File: config.mk
export PLATFORM = sky130hd
export DESIGN_NAME = nmos_pmos_comparator_flat
export DESIGN_NICKNAME = d
export VERILOG_FILES = /design/src/rtl/nmos_pmos_comparator_pkg.sv /design/src/rtl/nmos_pmos_comparator_if.sv /design/src/rtl/nmos_pmos_comparator_bit_slice.sv /design/src/rtl/nmos_pmos_comparator.sv /design/src/flat_wrapper.sv
export SDC_FILE = /design/constraint.sdc
export NUM_CORES = 1
export LEC_CHECK = 0
export CAP_MARGIN = 30
export CORE_AREA = 2 2 39 41
export CTS_BUF_LIST = sky130_fd_sc_hd__clkbuf_8 sky130_fd_sc_hd__clkbuf_16
export CTS_CLUSTER_DIAMETER = 60
export DETAILED_ROUTE_END_ITERATION = 10
export DIE_AREA = 0 0 41 43
export GPL_TIMING_DRIVEN = 1
export HOLD_SLACK_MARGIN = 0.15
export PLACE_DENSITY_LB_ADDON = 0.08
export REMOVE_ABC_BUFFERS = 1
export SLEW_MARGIN = 0
export SYNTH_ARGS = -nofsm -noshare
export SYNTH_HDL_FRONTEND = slang
export SYNTH_HIERARCHICAL = 1
export SYNTH_SLANG_ARGS = --single-unit
File: constraint.sdc
create_clock -name clk -period 0.8 [get_ports clk]
set_input_delay 0.12 -clock clk [delete_from_list [all_inputs] [get_ports clk]]
set_output_delay 0.12 -clock clk [all_outputs]
set_load 0.03 [all_outputs]
File: src/rtl/nmos_pmos_comparator_pkg.sv
// Shared types for the registered magnitude comparator: one-hot result struct and its constants.
package cmp_pkg;

  typedef struct packed {
    logic eq;
    logic lt;
    logic gt;
  } cmp_res_t;

  localparam cmp_res_t CMP_RES_RESET = '0;
  localparam cmp_res_t CMP_RES_EQ    = '{eq: 1'b1, lt: 1'b0, gt: 1'b0};

  function automatic logic is_one_hot(input cmp_res_t r);
    return (r == 3'b100) || (r == 3'b010) || (r == 3'b001);
  endfunction

endpackage

File: src/rtl/nmos_pmos_comparator_if.sv
// Operand/result bundle for nmos_pmos_comparator. Cascade inputs exist only when
// CMP_CASCADE_EN is defined.
interface nmos_pmos_comparator_if #(
  parameter int WIDTH = 4
);
  logic             in_valid;
  logic [WIDTH-1:0] a_i;
  logic [WIDTH-1:0] b_i;
`ifdef CMP_CASCADE_EN
  logic             casc_eq_i;
  logic             casc_lt_i;
  logic             casc_gt_i;
`endif
  logic             out_valid;
  logic             aeb_o;
  logic             ailb_o;
  logic             asgb_o;

`ifdef CMP_CASCADE_EN
  modport master (output in_valid, a_i, b_i, casc_eq_i, casc_lt_i, casc_gt_i,
                  input  out_valid, aeb_o, ailb_o, asgb_o);
  modport slave  (input  in_valid, a_i, b_i, casc_eq_i, casc_lt_i, casc_gt_i,
                  output out_valid, aeb_o, ailb_o, asgb_o);
`else
  modport master (output in_valid, a_i, b_i,
                  input  out_valid, aeb_o, ailb_o, asgb_o);
  modport slave  (input  in_valid, a_i, b_i,
                  output out_valid, aeb_o, ailb_o, asgb_o);
`endif
endinterface

File: src/rtl/nmos_pmos_comparator_bit_slice.sv
// Per-bit greater/less/equal generator, the logic equivalent of one column of the transistor cell.
module cmp_bit_slice (
  input  logic a,
  input  logic b,
  output logic gt,
  output logic lt,
  output logic eq
);
  assign gt = a & ~b;
  assign lt = ~a & b;
  assign eq = ~(gt | lt);
endmodule

File: src/rtl/nmos_pmos_comparator.sv
// Registered unsigned magnitude comparator with one-hot eq/lt/gt flags and 1-cycle latency.
// Optional 7485-style cascade inputs are enabled by defining CMP_CASCADE_EN.
module nmos_pmos_comparator
  import cmp_pkg::*;
#(
  parameter int WIDTH = 4
) (
  input logic                   clk,
  input logic                   rst_n,
  nmos_pmos_comparator_if.slave bus
);

  logic [WIDTH-1:0] gt_s;
  logic [WIDTH-1:0] lt_s;
  logic [WIDTH-1:0] eq_s;

  for (genvar i = 0; i < WIDTH; i++) begin : g_slice
    cmp_bit_slice u_slice (
      .a  (bus.a_i[i]),
      .b  (bus.b_i[i]),
      .gt (gt_s[i]),
      .lt (lt_s[i]),
      .eq (eq_s[i])
    );
  end

  // Stage p0: MSB-first priority chain and cascade merge
  logic     run_eq;
  logic     gt_any;
  logic     lt_any;
  logic     all_eq;
  cmp_res_t res_p0;

  always_comb begin
    run_eq = 1'b1;
    gt_any = 1'b0;
    lt_any = 1'b0;
    for (int i = WIDTH - 1; i >= 0; i--) begin
      gt_any = gt_any | (gt_s[i] & run_eq);
      lt_any = lt_any | (lt_s[i] & run_eq);
      run_eq = run_eq & eq_s[i];
    end
    all_eq = run_eq;
  end

`ifdef CMP_CASCADE_EN
  cmp_res_t casc;
  assign casc = '{eq: bus.casc_eq_i, lt: bus.casc_lt_i, gt: bus.casc_gt_i};
`endif

  always_comb begin
    res_p0 = CMP_RES_EQ;
    if (!all_eq) begin
      res_p0 = '{eq: 1'b0, lt: lt_any, gt: gt_any};
    end
`ifdef CMP_CASCADE_EN
    // Malformed cascade codes fall back to "equal" so the output stays one-hot.
    else if (is_one_hot(casc)) begin
      res_p0 = casc;
    end
`endif
  end

  // Stage p1: result and valid registers
  cmp_res_t res_p1;
  logic     vld_p1;

  always_ff @(posedge clk or negedge rst_n) begin
    if (!rst_n) begin
      res_p1 <= CMP_RES_RESET;
      vld_p1 <= 1'b0;
    end else begin
      vld_p1 <= bus.in_valid;
      if (bus.in_valid) begin
        res_p1 <= res_p0;
      end
    end
  end

  assign bus.out_valid = vld_p1;
  assign bus.aeb_o     = res_p1.eq;
  assign bus.ailb_o    = res_p1.lt;
  assign bus.asgb_o    = res_p1.gt;

endmodule

File: src/flat_wrapper.sv
// flat-port wrapper written by rule: the top's interface ports become plain ports
module nmos_pmos_comparator_flat import cmp_pkg::*;
#(
  parameter int WIDTH = 4
)
  (clk, rst_n, bus_in_valid, bus_a_i, bus_b_i, bus_out_valid, bus_aeb_o, bus_ailb_o, bus_asgb_o);
  nmos_pmos_comparator_if #(.WIDTH(WIDTH)) bus_i ();
  input logic clk;
  input logic rst_n;
  input wire logic [$bits(bus_i.in_valid)-1:0] bus_in_valid;
  input wire logic [$bits(bus_i.a_i)-1:0] bus_a_i;
  input wire logic [$bits(bus_i.b_i)-1:0] bus_b_i;
  output wire logic [$bits(bus_i.out_valid)-1:0] bus_out_valid;
  output wire logic [$bits(bus_i.aeb_o)-1:0] bus_aeb_o;
  output wire logic [$bits(bus_i.ailb_o)-1:0] bus_ailb_o;
  output wire logic [$bits(bus_i.asgb_o)-1:0] bus_asgb_o;
  assign bus_i.in_valid = bus_in_valid;
  assign bus_i.a_i = bus_a_i;
  assign bus_i.b_i = bus_b_i;
  assign bus_out_valid = bus_i.out_valid;
  assign bus_aeb_o = bus_i.aeb_o;
  assign bus_ailb_o = bus_i.ailb_o;
  assign bus_asgb_o = bus_i.asgb_o;
  nmos_pmos_comparator #(.WIDTH(WIDTH)) u_core (.clk(clk), .rst_n(rst_n), .bus(bus_i));
endmodule
==> summary.md, run 1 <==
| Metric | Value |
|---|---|
| Switch Pwr | `269.1 uW` |
| Startpoint types | `input port` |
| Synth Register Bits | `4` |
| RSZ-0062 raised after global routing | `yes` |
| Initial antenna violation count | `0` |
| Part of the power in registers | `24.0%` |
| Setup ws final | `-0.08892 ns` |
| Remaining DRCs | `0` |
| Post-synth top flop | `dfrtp_1` |
| Worst setup path category | `input port to flop` |
| Vias | `311` |
| Internal power | `718.5 uW` |
| Final min period | `0.8889 ns` |
| # diodes | `0` |
| Synth cell types | `10` |
| Slowest CP cell | `a221oi_4` |
| H-tree lvl count | `1` |
| PortBufs | `14` |
| Fillers | `132` |
| Synth top area cells | `dfrtp_1 (31%), ha_1 (31%), inv_1 (10%)` |
| # rows | `14` |
| CTS sink count | `4` |
| Buffer and inverter count on the worst path | `1` |
| Slew margin rel. | `83.92%` |
| Setup_tns | `-0.4380 ns` |
| Final period util | `111.1%` |
| Total wire length | `761 um` |
| Core Footprint | `1384 sq um` |
| Gp weighted congestion | `0.6736` |
| Initial DRC count | `1` |
| Remaining global-route overflow | `0` |
| Share of post-route cells with drive strength above 1 | `61.11%` |
| Pwr Total | `987.7 uW` |
| Switching Share | `27.25%` |
| Count leader, synth | `inv_1` |
| VDD IR-drop max | `1.246 mV` |
| Yosys top cell by area | `dfrtp_1` |
| GRT Total Usage | `10.78%` |
| CTS tree | `done` |
| Power density cells | `1475 nW/um^2` |
| Logic gate share of total power | `33.0%` |
| Worst-path maximum fanout | `3` |
| Fin util | `48.37%` |
| Yosys warning count | `6` |
| Clock transition at the registers of the reported paths | `0.03 ns` |
| Mapped Area | `327.8 sq um` |
| Clk Latency, worst-skew pair | `0.22 ns` |
| Status | `finished, violations left` |
| Max Clock Skew | `0 ns` |
| Post-synthesis sequential area ratio | `30.53%` |
| First-pass GRT wire length | `1.200 mm` |
| Initial Util | `23.69%` |
| Max Slew Vio Count | `0` |
| Critical Path, Cell by Cell | `buf_8 > ha_4 > and3_4 > a221oi_4 > nor3_2` |
| Syn-to-layout area delta | `104.2%` |
| Pin count of the biggest net entering global routing | `8` |
| Hold Fails Final Rpt | `0` |
| CP max stage delay | `0.27 ns` |
| Avg Cell Area, Syn | `9.642 sq um` |
| Top-area cell type share of the netlist area | `30.53%` |
| DRT antenna net count | `0` |
| MaxCap Viol Count | `0` |
| Failing checks | `setup timing` |
| # setup viols final | `7` |
| Longest Clk Path Bufs | `2` |
| Clk Tree Root Cell | `clkbuf_8` |
| Height of the die | `43 um` |
| Total CTS buffers | `3` |
| Io pins | `15` |
| Number of synthesized flops with an enable pin | `0` |
| Hold Path Class | `input port to async pin` |
| Clock power share | `43.0%` |
| CP required | `0.89 ns` |
| DR vias/cell | `4.443` |
| Post-synthesis cell count | `34` |
| Asr flop ratio synth | `100.0%` |
| Crit-path leading delay family | `compound AO/OA/AOI/OAI gates` |
| Worst-margin pin slew | `0.2413 ns` |
| Arr. time, crit path | `0.98 ns` |
| Wire length per cell | `10.87 um` |
| DR pass1 iterations | `3` |
| Hold_ws | `0.1008 ns` |
| CP endpoint kind | `flop` |
| Lkg Pwr | `0.3316 nW` |
| Vias in the first global route | `293` |
| Fmax | `1125 MHz` |
| Die area | `1763 sq um` |
| Final Net Count | `75` |
| Die width | `41 um` |
| Post-synth top cells | `inv_1 (9), ha_1 (8), dfrtp_1 (4)` |
==> metrics by stage <==
stage | instance area [sq um] | worst slack (ns) | std cells
after floorplan | 327.8 | -0.2990 | 34
after global placement | 493.0 | -0.8771 | 66
after detailed placement | 493.0 | -0.8806 | 66
after CTS | 639.4 | -0.07988 | 70
after global routing | 669.4 | -0.1128 | 70
final | 669.4 | -0.08892 | 70
==> kinds of logic after synthesis <==
family,share of synthesized area [%]
and+or+nand+nor,16.03
adders and majority gates,30.54
buffers and inverters,10.30
DFF,30.54
AOI/OAI and AO/OA,12.60
==> routing by layer <==
metal	global-route usage (%)	vias up	routed length [um]
met4	6.000	0	23
met2	14.06	16	375
li1	-	150	-
met5	0	-	0
met1	12.01	141	280
met3	8.377	4	81
==> worst reg2reg max path, stage by stage, from the launching register on <==
cell,delay (ns)
dfrtp_1,0.38
buf_4,0.14
a21o_2,0.19
==> cell usage in the layout, fill, tap and decap left out, drive strengths merged, types with 2 or more instances in the layout <==
master,instances
buf,14
inv,9
ha,8
dfrtp,4
clkbuf,3
a21o,3
and3,2
nand2b,2
a221oi,2
nor2,2
nor3,2
==> final cells by class <==
cell class / instances / area (sq um) / area share [%]
clock buffers: 3 / 41.29 / 6.168
inverters: 9 / 38.79 / 5.794
multi-input cells: 21 / 291.5 / 43.55
flip-flops and latches: 4 / 100.1 / 14.95
well taps: 16 / 20.02 / 2.991
repair buffers: 17 / 177.7 / 26.54
==> timing repair <==
item / 4_1_cts / 5_1_grt
resized for setup: 57 / 4
hold endpoints to repair: 4 / 4
setup endpoints to repair: 7 / 7
setup buffers: 1 / 0
pin swaps: 9 / 0
==> registers in the layout, indices dropped and copies added (netlist names) <==
register / cells
u_core/bus.out_valid: 1
u_core/bus.ailb_o: 1
u_core/bus.asgb_o: 1
u_core/bus.aeb_o: 1
==> final timing paths <==
path	start	depth (start not counted)	end	slack, ns
setup reg to reg	u_core/bus.aeb_o	2	u_core/bus.aeb_o	-0.02
hold / removal	rst_n	1	u_core/bus.aeb_o	0.10
min in group clk	bus_in_valid	1	u_core/bus.out_valid	0.29
max in group asynchronous	rst_n	1	u_core/bus.asgb_o	0.53
setup / recovery	bus_b_i[2]	5	u_core/bus.asgb_o	-0.09
hold reg to reg	u_core/bus.ailb_o	2	u_core/bus.ailb_o	0.56
==> power groups by stage <==
stage | combinational (mW) | clock [mW] | sequential (mW)
floorplan | 0.0729 | 0 | 0.277
CTS | 0.298 | 0.433 | 0.237
global route | 0.353 | 0.452 | 0.239
global placement | 0.232 | 0 | 0.235
finish | 0.326 | 0.425 | 0.237
detailed placement | 0.234 | 0 | 0.236
(Power assumes the default switching activity.)
==> run 2, diff against run 1 <==
RECOVER_POWER = 100   (was default)
==> run 2 against run 1 <==
Compared with the run above: the flow still finishes with violations (setup timing); routed wire length fell by 0.13%; critical path depth did not move; critical endpoint unchanged; sequential power barely moved; critical path type unchanged; utilization did not move; first-iteration DRC count did not move; clock skew did not move.
==> summary.md, run 2 (same netlist as run 1, synthesis figures left out) <==
| Metric | Value |
|---|---|
| Status | `finished, violations left` |
| Failing checks | `setup timing` |
| # setup viols final | `7 (unchanged)` |
| Most frequent cells in the layout | `buf_6 (8), inv_1 (6), dfrtp_1 (4), ha_4 (4)` |
| Slew margin rel. | `83.93% (about the same)` |
| Syn-to-layout area delta | `104.2% (unchanged)` |
| Clk Tree Root Cell | `clkbuf_8` |
| Total wire length | `760 um (-0.13%)` |
| Io pins | `15 (unchanged)` |
| Total CTS buffers | `3 (unchanged)` |
| Worst R2R Start | `u_core/bus.aeb_o` |
| Fmax | `1125 MHz (unchanged)` |
| Gp weighted congestion | `0.6736 (unchanged)` |
| Wire length per cell | `10.86 um (-0.13%)` |
| DR pass1 iterations | `3 (unchanged)` |
| Switch Pwr | `269.1 uW (about the same)` |
| Final min period | `0.8889 ns (unchanged)` |
| Critical R2R Capture | `u_core/bus.aeb_o` |
| Post-Place Cell Area | `493.0 sq um (unchanged)` |
| Logic gate share of total power | `32.9% (about the same)` |
| Height of the die | `43 um (unchanged)` |
| Power density cells | `1474 nW/um^2 (-0.10%)` |
| # diodes | `0 (unchanged)` |
| Longest Clk Path Bufs | `2 (unchanged)` |
| Lkg Pwr | `0.3319 nW (about the same)` |
| Remaining global-route overflow | `0 (unchanged)` |
| Pwr Total | `986.7 uW (-0.10%)` |
| Final Net Count | `75 (unchanged)` |
| Commonest non-fill, non-tap cell in the layout | `buf_6` |
| # rows | `14 (unchanged)` |
| Initial antenna violation count | `0 (unchanged)` |
| CP endpoint kind | `flop` |
| Core Footprint | `1384 sq um (unchanged)` |
| Setup ws final | `-0.08892 ns (unchanged)` |
| VDD IR-drop max | `1.245 mV (about the same)` |
| Part of the power in registers | `24.0% (about the same)` |
| Share of post-route cells with drive strength above 1 | `61.11% (unchanged)` |
| Internal power | `717.6 uW (-0.14%)` |
| Max Slew Vio Count | `0 (unchanged)` |
| Hold Path Class | `input port to async pin` |
| DRT antenna net count | `0 (unchanged)` |
| Worst setup path category | `input port to flop` |
| Clock transition at the registers of the reported paths | `0.03 ns (about the same)` |
| Fillers | `132 (unchanged)` |
| Vias | `311 (unchanged)` |
| First-pass GRT wire length | `1.200 mm (unchanged)` |
| Startpoint types | `input port` |
| H-tree lvl count | `1 (unchanged)` |
| Hold_ws | `0.1704 ns (+0.06964 ns)` |
| Clock power share | `43.1% (about the same)` |
| Arr. time, crit path | `0.98 ns (about the same)` |
| CTS tree | `done` |
| Setup_tns | `-0.4379 ns (+0.00006600 ns)` |
| Place WS | `-0.8806 ns (unchanged)` |
| Worst-path maximum fanout | `3 (unchanged)` |
| RSZ-0062 raised after global routing | `yes` |
| Pin count of the biggest net entering global routing | `8 (unchanged)` |
| Max Clock Skew | `0 ns (unchanged)` |
| CTS sink count | `4 (unchanged)` |
| Worst R2R Path Depth | `2 (unchanged)` |
| DR vias/cell | `4.443 (unchanged)` |
| Hold Fails Final Rpt | `0 (unchanged)` |
| Clk Latency, worst-skew pair | `0.22 ns (about the same)` |
| Worst-margin pin slew | `0.2411 ns (-0.0001686 ns)` |
| Vias in the first global route | `293 (unchanged)` |
| Die width | `41 um (unchanged)` |
| Die area | `1763 sq um (unchanged)` |
| FF-to-FF setup slack | `-0.02 ns (about the same)` |
| CP required | `0.89 ns (about the same)` |
| Initial DRC count | `1 (unchanged)` |
| GRT Total Usage | `10.78% (unchanged)` |
| Final period util | `111.1% (unchanged)` |
| Final instance area | `669.4 sq um (unchanged)` |
| PortBufs | `14 (unchanged)` |
| MaxCap Viol Count | `0 (unchanged)` |
| Initial Util | `23.69% (unchanged)` |
| Remaining DRCs | `0 (unchanged)` |
| Switching Share | `27.27% (about the same)` |
-- run 2: cell count changes in the layout (fill, tap and decap cells not counted), sizes merged --
cell           delta
clkdlybuf4s50     -1
dlygate4sd3       +1
-- run 2: timing repair --
| item | in CTS | in global routing |
|---|---|---|
| gates cloned | 0 | 0 |
| pin swaps | 9 | 0 |
| buffers inserted | 1 | 0 |
| endpoints found under the hold margin | 4 | 4 |
| resized for setup | 57 | 4 |
| endpoints found under the setup margin | 7 | 7 |
-- run 2: worst max-delay path by stage --
stage	start	to	slack, ns
floorplan	bus_a_i[3]	u_core/bus.asgb_o	-0.30
CTS	bus_b_i[2]	u_core/bus.asgb_o	-0.08
global placement	bus_a_i[3]	u_core/bus.asgb_o	-0.88
detailed placement	bus_a_i[2]	u_core/bus.asgb_o	-0.88
global route	bus_b_i[2]	u_core/bus.asgb_o	-0.11
finish	bus_b_i[2]	u_core/bus.asgb_o	-0.09
-- run 2: stage by stage --
stage / util (%) / instances
floorplan: - / 34
global placement: 35.62 / 66
detailed placement: 35.62 / 66
CTS: 46.20 / 70
global route: 48.37 / 70
finish: 48.37 / 70
-- run 2: layout make-up --
cell class / count / area, sq um / area share [%]
Tap cell: 16 / 20.02 / 2.991
Clock buffer: 3 / 41.29 / 6.168
Timing Repair Buffer: 17 / 177.7 / 26.54
Inverter: 9 / 38.79 / 5.794
Sequential cell: 4 / 100.1 / 14.95
Multi-Input combinational cell: 21 / 291.5 / 43.55
-- run 2: critical path: stages --
cell and delay, ns:
buf_8 0.10, ha_4 0.23, and3_4 0.19, a221oi_4 0.27, nor3_2 0.07
-- run 2: power by group through the flow --
| stage | clock network [mW] | registers, mW | logic [mW] |
|---|---|---|---|
| 2_1_floorplan | 0 | 0.277 | 0.0729 |
| 3_3_place_gp | 0 | 0.235 | 0.232 |
| 3_5_place_dp | 0 | 0.236 | 0.234 |
| 4_1_cts | 0.433 | 0.237 | 0.298 |
| 5_1_grt | 0.452 | 0.239 | 0.352 |
| 6_report | 0.425 | 0.237 | 0.325 |
-- run 2: routing by layer --
layer	track usage, %	share of wire, %
met5	0	0
met4	6.000	3.0
met3	8.377	11
met2	14.06	49
met1	12.01	37
==> run 3, diff against run 2 <==
GPL_ROUTABILITY_DRIVEN = 0   (was default)
==> results of run 3 <==
Same layout as run 2: the final DEF is identical, and so are final timing and power.
